### src/rtl/alu_exec_controller_if.sv
// Instruction handshake and ALU operand/result bus
// for the ALU issue/writeback controller.
interface alu_exec_controller_if #(
  parameter int WIDTH = 8
);
  logic [WIDTH+7:0] Instr;
  logic             Instr_Valid;
  logic             Instr_Ready;
  logic [WIDTH-1:0] ALU_A;
  logic [WIDTH-1:0] ALU_B;
  logic [2:0]       ALU_OP;
  logic [WIDTH-1:0] ALU_Result;
  logic [3:0]       ALU_NZCV;

  modport master (
    output Instr,
    output Instr_Valid,
    input  Instr_Ready,
    input  ALU_A,
    input  ALU_B,
    input  ALU_OP,
    output ALU_Result,
    output ALU_NZCV
  );

  modport slave (
    input  Instr,
    input  Instr_Valid,
    output Instr_Ready,
    output ALU_A,
    output ALU_B,
    output ALU_OP,
    input  ALU_Result,
    input  ALU_NZCV
  );
endinterface

### src/rtl/alu_exec_controller.sv
// Issue/writeback sequencer for the 8-bit ALU:
// IDLE -> EXEC -> WB, one instruction per 3 cycles.
module alu_exec_controller #(
  parameter int WIDTH = 8
) (
  input  logic             clk,
  input  logic             rst_n,
  alu_exec_controller_if.slave bus,
  output logic [3:0]       Flags,
  output logic             Done,
  input  logic [1:0]       Dbg_Sel,
  output logic [WIDTH-1:0] Dbg_Data
);

  typedef enum logic [1:0] {
    IDLE = 2'd0,
    EXEC = 2'd1,
    WB   = 2'd2
  } state_t;

  state_t           state;
  logic [WIDTH-1:0] rf [4];
  logic [1:0]       rd_q;
  logic [WIDTH-1:0] res_q;
  logic [3:0]       nzcv_q;

  logic [2:0]       op;
  logic             imm_en;
  logic [1:0]       rd;
  logic [1:0]       rs;
  logic [WIDTH-1:0] imm;
  logic             accept;

  assign op     = bus.Instr[WIDTH+7:WIDTH+5];
  assign imm_en = bus.Instr[WIDTH+4];
  assign rd     = bus.Instr[WIDTH+3:WIDTH+2];
  assign rs     = bus.Instr[WIDTH+1:WIDTH];
  assign imm    = bus.Instr[WIDTH-1:0];

  assign bus.Instr_Ready = (state == IDLE);
  assign accept   = bus.Instr_Valid && (state == IDLE);
  assign Dbg_Data = rf[Dbg_Sel];

  always_ff @(posedge clk) begin
    if (!rst_n) begin
      state      <= IDLE;
      rd_q       <= '0;
      res_q      <= '0;
      nzcv_q     <= '0;
      Flags      <= '0;
      Done       <= 1'b0;
      bus.ALU_A  <= '0;
      bus.ALU_B  <= '0;
      bus.ALU_OP <= '0;
      for (int i = 0; i < 4; i++) rf[i] <= '0;
    end else begin
      Done <= 1'b0;
      unique case (1'b1)
        state == IDLE: begin
          if (accept) begin
            // operands read before any write, so Rd==Rs sees the old value
            bus.ALU_A  <= rf[rd];
            bus.ALU_B  <= imm_en ? imm : rf[rs];
            bus.ALU_OP <= op;
            rd_q       <= rd;
            state      <= EXEC;
          end
        end
        state == EXEC: begin
          res_q  <= bus.ALU_Result;
          nzcv_q <= bus.ALU_NZCV;
          state  <= WB;
        end
        state == WB: begin
          rf[rd_q] <= res_q;
          Flags    <= nzcv_q;
          Done     <= 1'b1;
          state    <= IDLE;
        end
        default: state <= IDLE;
      endcase
    end
  end

endmodule

### src/flat_wrapper.sv
// flat-port wrapper written by rule: the top's interface ports become plain ports
module alu_exec_controller_flat 
#(
  parameter int WIDTH = 8
)
  (clk, rst_n, Flags, Done, Dbg_Sel, Dbg_Data, bus_Instr, bus_Instr_Valid, bus_Instr_Ready, bus_ALU_A, bus_ALU_B, bus_ALU_OP, bus_ALU_Result, bus_ALU_NZCV);
  alu_exec_controller_if #(.WIDTH(WIDTH)) bus_i ();
  input  logic clk;
  input  logic rst_n;
  output logic [3:0] Flags;
  output logic Done;
  input  logic [1:0] Dbg_Sel;
  output logic [WIDTH-1:0] Dbg_Data;
  input wire logic [$bits(bus_i.Instr)-1:0] bus_Instr;
  input wire logic [$bits(bus_i.Instr_Valid)-1:0] bus_Instr_Valid;
  output wire logic [$bits(bus_i.Instr_Ready)-1:0] bus_Instr_Ready;
  output wire logic [$bits(bus_i.ALU_A)-1:0] bus_ALU_A;
  output wire logic [$bits(bus_i.ALU_B)-1:0] bus_ALU_B;
  output wire logic [$bits(bus_i.ALU_OP)-1:0] bus_ALU_OP;
  input wire logic [$bits(bus_i.ALU_Result)-1:0] bus_ALU_Result;
  input wire logic [$bits(bus_i.ALU_NZCV)-1:0] bus_ALU_NZCV;
  assign bus_i.Instr = bus_Instr;
  assign bus_i.Instr_Valid = bus_Instr_Valid;
  assign bus_Instr_Ready = bus_i.Instr_Ready;
  assign bus_ALU_A = bus_i.ALU_A;
  assign bus_ALU_B = bus_i.ALU_B;
  assign bus_ALU_OP = bus_i.ALU_OP;
  assign bus_i.ALU_Result = bus_ALU_Result;
  assign bus_i.ALU_NZCV = bus_ALU_NZCV;
  alu_exec_controller #(.WIDTH(WIDTH)) u_core (.clk(clk), .rst_n(rst_n), .bus(bus_i), .Flags(Flags), .Done(Done), .Dbg_Sel(Dbg_Sel), .Dbg_Data(Dbg_Data));
endmodule
### config.mk
export PLATFORM = sky130hd
export DESIGN_NAME = alu_exec_controller_flat
export DESIGN_NICKNAME = d
export VERILOG_FILES = /design/src/rtl/alu_exec_controller_if.sv /design/src/rtl/alu_exec_controller.sv /design/src/flat_wrapper.sv
export SDC_FILE = /design/constraint.sdc
export NUM_CORES = 1
export LEC_CHECK = 0
export CORE_UTILIZATION = 35
export CTS_CLUSTER_SIZE = 30
export DETAILED_ROUTE_END_ITERATION = 7
export PLACE_DENSITY = 0.61
export SLEW_MARGIN = 20
export SYNTH_ARGS = -nofsm -noshare
export SYNTH_HDL_FRONTEND = slang
export SYNTH_SLANG_ARGS = --single-unit
export TNS_END_PERCENT = 1
### constraint.sdc
create_clock -name clk -period 2.1 [get_ports clk]
set_input_delay 0.42 -clock clk [delete_from_list [all_inputs] [get_ports clk]]
set_output_delay 0.42 -clock clk [all_outputs]
set_load 0.05 [all_outputs]
# [Yosys cells after proc, flatten, opt, wreduce, memory -nomap -nowiden]
# Memories as Yosys holds them, arrays and structs flattened. A register that Yosys moved wholly into a read port is not among the register bits.
# Cells that the tools add are included.
[op_classes] add_sub_neg=0 mul=0 div_mod_pow=0 magnitude_cmp=0 n_eq_ne=3 shift=0 mux=10 n_bitwise=0 n_reduce_logical=5
[ops] op="$mux W8" count=2
[ops] op="$reduce_or A8 Y1" count=1
[ops] op="$mux W1" count=5
[ops] op="$mux W2" count=2
[ops] op="$pmux W2 S2" count=1
[ops] op="$eq A2 B1 Y1 const B" count=1
[ops] op="$eq A2 B2 Y1 const B" count=1
[ops] op="$logic_not A2 Y1" count=1
[ops] op="$ne A2 B1 Y1 const B" count=1
[ops] op="$reduce_and A2 Y1" count=1
[ops] op="$logic_and A1 B1 Y1" count=1
[ops] op="$logic_not A1 Y1" count=1
[word_totals] regBits=32 latch_bits=0 mem_bits_rw=32 mem_bits_ro=0 output_inout_bits=33 elab_cells=27 n_memories=1
[mem_list] memory="u_core.rf" words=4 word_bits=8 read_ports=3 rd_clocked_by_memory_dff=1 write_ports=4 line="alu_exec_controller.sv:22" source="logic [WIDTH-1:0] rf [4];"

# [Logic depth before layout (Yosys ltp)]
[logic_depth] word_depth=6 ltp_mapped=5 depth_no_buf=3

# [Least setup slack after synthesis]
# OpenSTA, ideal clock, no wires.
[synth_path] kind="in2out" from="input Dbg_Sel[0]" to="output Dbg_Data[0]" arrival_ns=1.337 setup_slack_ns=0.343 path_stages=2 n_path_buf=1 path_cell_list="buf_2 mux4_2"
[synth_via] elab_chain_cells=1
[synth_lines] element="start: declaration" line="flat_wrapper.sv:12" source="input logic [1:0] Dbg_Sel;"
[synth_lines] element="$mem_v2 Z4 W8"
[synth_lines] element="end: declaration" line="flat_wrapper.sv:13" source="output logic [WIDTH-1:0] Dbg_Data;"
# No other way between the ends.

# [Worst setup path in the final report]
[layout_path] from="input Dbg_Sel[1]" to="output Dbg_Data[0]"
# The elaborated chain is that of the path after synthesis.

==> results.md <==
- Status: completed
- CTS buffer count: 9
- Vias per inst: roughly 4.9
- CTS Root Cell: clkbuf_8
- CP bufs+invs: 3
- I/O Buffers: between 60 and 70
- Clk_skew: between 0.008 and 0.009 ns
- GR Layer Usage met1: approximately 21%
- Post-DP HPWL: 5.50 mm
- Worst stage delay on the critical path: approximately 0.50 ns
- Critical-path cell list: clkdlybuf4s50_1 > buf_12 > mux4_2 > buf_8
- Logic pwr share: around 18%
- Layout cell share with drive strength beyond 1: between 20% and 30%
- # resized after CTS: 8
- Reg2reg start: u_core.state[1]$_SDFFE_PN0P_
- Final period util: between 90 and 100%
- Crit end category: output pin
- RR Endpoint: u_core.rf[2][4]$_SDFFCE_PN0P_
- Fin Setup TNS: 0 ns
- Die Y: 100 um
- Leading area contributor after synthesis: edfxtp_1
- Power per cell area: between 700 and 800 nW/um2
- Synth top area cells: edfxtp_1 29%, dfxtp_1 24%, mux4_2 11%, and2_1 5.0%, mux2_2 4.7%
- Fin. Hold Viols: 0
- Critical path endpoint: Dbg_Data[0]
- Slew @ Worst Pin: between 0.5 and 0.6 ns
- Via count: between 2,000 and 2,500
- Clk buf depth: 2
- Worst skew pair latency: about 0.34 ns
- Commonest non-fill, non-tap cell in the layout: clkdlybuf4s50_1
- Die width: between 90 and 100 um
- Reg2Reg Setup Slack: approximately 0.35 ns
- Initial Util: a little over a third
- Type of the worst setup path: primary input to output pin
- # Post-CTS Setup Buffers: 0
- Netlist Area Pre-Place: 3360 um2
- N_diodes: 0
- Internal: about 2400 uW
- CP Launch Type: primary input
- Yosys cell types: 27
- Crit path max-delay family: buffers and inverters
- WP depth: 4
- Met2 Usage GRT: approximately a quarter
- Clock share of power: approximately a third
- Layout area overhead: 33.9%
- CORE AREA: between 9000 and 10,000 um2
- Pwr Total: 3270 uW
- Reg power frac: 48.3%
- First-pass GRT wire length: between 10 and 15 mm
- CTS Hold Bufs: 0
- RSZ-0062 raised after global routing: no
- Clock tree sinks: 72
- Synthesized flop and latch total: between 70 and 80
- Cells after synthesis: about 280
- Vias in the first global route: 2,298
- CTS tree: yes
- Final Max Slew Viols: 0
- Die footprint: about 10000 um2
- Number of cells on the worst reg-to-reg path: 4
- Final WL: around 7.4 mm
- Synth warnings: 0
- Static leakage: between 0.0015 and 0.002 uW
- Antenna violations before repair: 0
- Critical Path Fanout Max: 8
- H-tree Lvls: 3
- Initial drt markers: 91
- Post-detailed-route count of antenna-violating nets: 0
- First-pass DRT Iterations: 4
- Crit path required time: ~1.7 ns
- Slowest-stage cell, CP: clkdlybuf4s50_1
- Synthesized Nets: slightly above 300
- Largest net degree at the start of global routing: 38
- Switch Pwr: about 880 uW
- Minimum clock period: between 1.5 and 2 ns
- Met3 Track Usage GR: 4.25%
- DRC violations left: 0
- Layer with the highest usage: met2
- CP startpoint: Dbg_Sel[1]
- Hold path depth: 2
- Switching part of the total power: a little over a quarter
- Seq/Total Area, Yosys: 52.4%
- Wire per inst: about 15 um
- Max Clk Rate: roughly 0.50 GHz
- Worst Hold Class: register to register
- Worst VDD drop: just under 300 uV
- # setup viols final: 0
- I/O pin cnt: 66
- Avg Cell Area, Syn: ~12 um2
- Crit path DAT: ~1.6 ns
- Yosys top cell area share: between 20% and 30%
- Final nets: between 300 and 400
- Commonest cells after routing, fill and taps aside: 55 x clkdlybuf4s50_1, 41 x nand2_1, 40 x dfxtp_1
- GPL Wtd Cong: 0.756
- Worst-path clk slew: roughly 0.07 ns
- Max Cap Viol: 0
- Rows: 35
- Max_slew headroom: around two thirds
- Overflow after GRT: 0
- Total track usage: approximately 16%
-- layout make-up --
cell class / instances / area [um2]
timing repair buffer: 87 / 893
clock inverter: 6 / 66.3
fill: 874 / 4780
tap: 129 / 161
sequential: 72 / 1760
clock buffer: 10 / 138
multi-input combinational: 181 / 1480
-- sequential cells by signal (all words and copies together) (netlist names) --
signal and cells:
u_core.Done 1, u_core.rf 32, u_core.bus.ALU_A 8, u_core.res_q 8, u_core.rd_q 2, u_core.state 2, u_core.Flags 4, u_core.nzcv_q 4
u_core.bus.ALU_B 8, u_core.bus.ALU_OP 3
-- through the flow --
step	std cells	worst slack (ns)	cell area, um2	util [%]	hold slack (ns)
after floorplan	276	0.343	3360	-	0.441
after global placement	469	-0.0887	4270	46.0	0.449
after detailed placement	469	-0.127	4270	46.0	0.456
after CTS	485	0.111	4500	48.5	0.467
after global routing	485	0.0950	4500	48.5	0.486
final	485	0.116	4500	48.5	0.465
-- worst min path at each step --
| stage | startpoint | end | slack (ns) |
|---|---|---|---|
| after floorplan | u_core.nzcv_q[0]$_SDFFE_PN0N_ | u_core.Flags[0]$_SDFFE_PN0N_ | 0.44 |
| final | u_core.nzcv_q[2]$_SDFFE_PN0N_ | u_core.Flags[2]$_SDFFE_PN0N_ | 0.47 |
| after detailed placement | u_core.nzcv_q[2]$_SDFFE_PN0N_ | u_core.nzcv_q[2]$_SDFFE_PN0N_ | 0.46 |
| after CTS | u_core.nzcv_q[2]$_SDFFE_PN0N_ | u_core.nzcv_q[2]$_SDFFE_PN0N_ | 0.47 |
| after global placement | u_core.nzcv_q[2]$_SDFFE_PN0N_ | u_core.Flags[2]$_SDFFE_PN0N_ | 0.45 |
| after global routing | u_core.nzcv_q[3]$_SDFFE_PN0N_ | u_core.nzcv_q[3]$_SDFFE_PN0N_ | 0.49 |
-- synth_stat cells --
cell	number
o21ai_0	9
mux2_2	14
and2_1	27
and3_1	8
a21oi_1	8
and4b_1	2
edfxtp_1	32
mux2i_1	5
nor2_1	2
buf_6	1
a21boi_0	16
o2bb2ai_1	8
clkbuf_1	10
a222oi_1	8
nor4b_4	1
nand2_1	41
nor3b_2	1
buf_2	6
dfxtp_1	40
buf_12	1
buf_4	2
mux2_4	2
and2b_1	1
buf_1	3
mux4_2	16
nand2b_1	5
nor2b_1	7
-- worst register-to-register path: cells and delay by family, from the launching register on --
| family | cells | cell delay [ns] |
|---|---|---|
| buffers and inverters | 1 | 0.16 |
| DFF | 1 | 0.44 |
| and+or+nand+nor | 3 | 0.86 |
-- per-layer routing --
metal | wire [um] | part of all wire, %
met5 | 0 | 0
met4 | 72 | 0.97
met3 | 419 | 5.7
met2 | 3450 | 47
met1 | 3470 | 47
-- power groups by stage --
stage               logic, uW  registers [uW]  clock network [uW]
global placement          569            1610                   0
finish                    582            1580                1110
CTS                       587            1580                1150
detailed placement        576            1610                   0
global route              618            1590                1220
floorplan                 268            1690                   0
-- logic make-up after synthesis --
family | count (synthesis) | share of synthesized area (%)
muxes | 37 | 17.8
and+or+nand+nor | 95 | 15.5
buffers and inverters | 23 | 3.72
DFF | 72 | 52.4
AOI/OAI and AO/OA | 49 | 10.6
(Power assumes the default switching activity.)
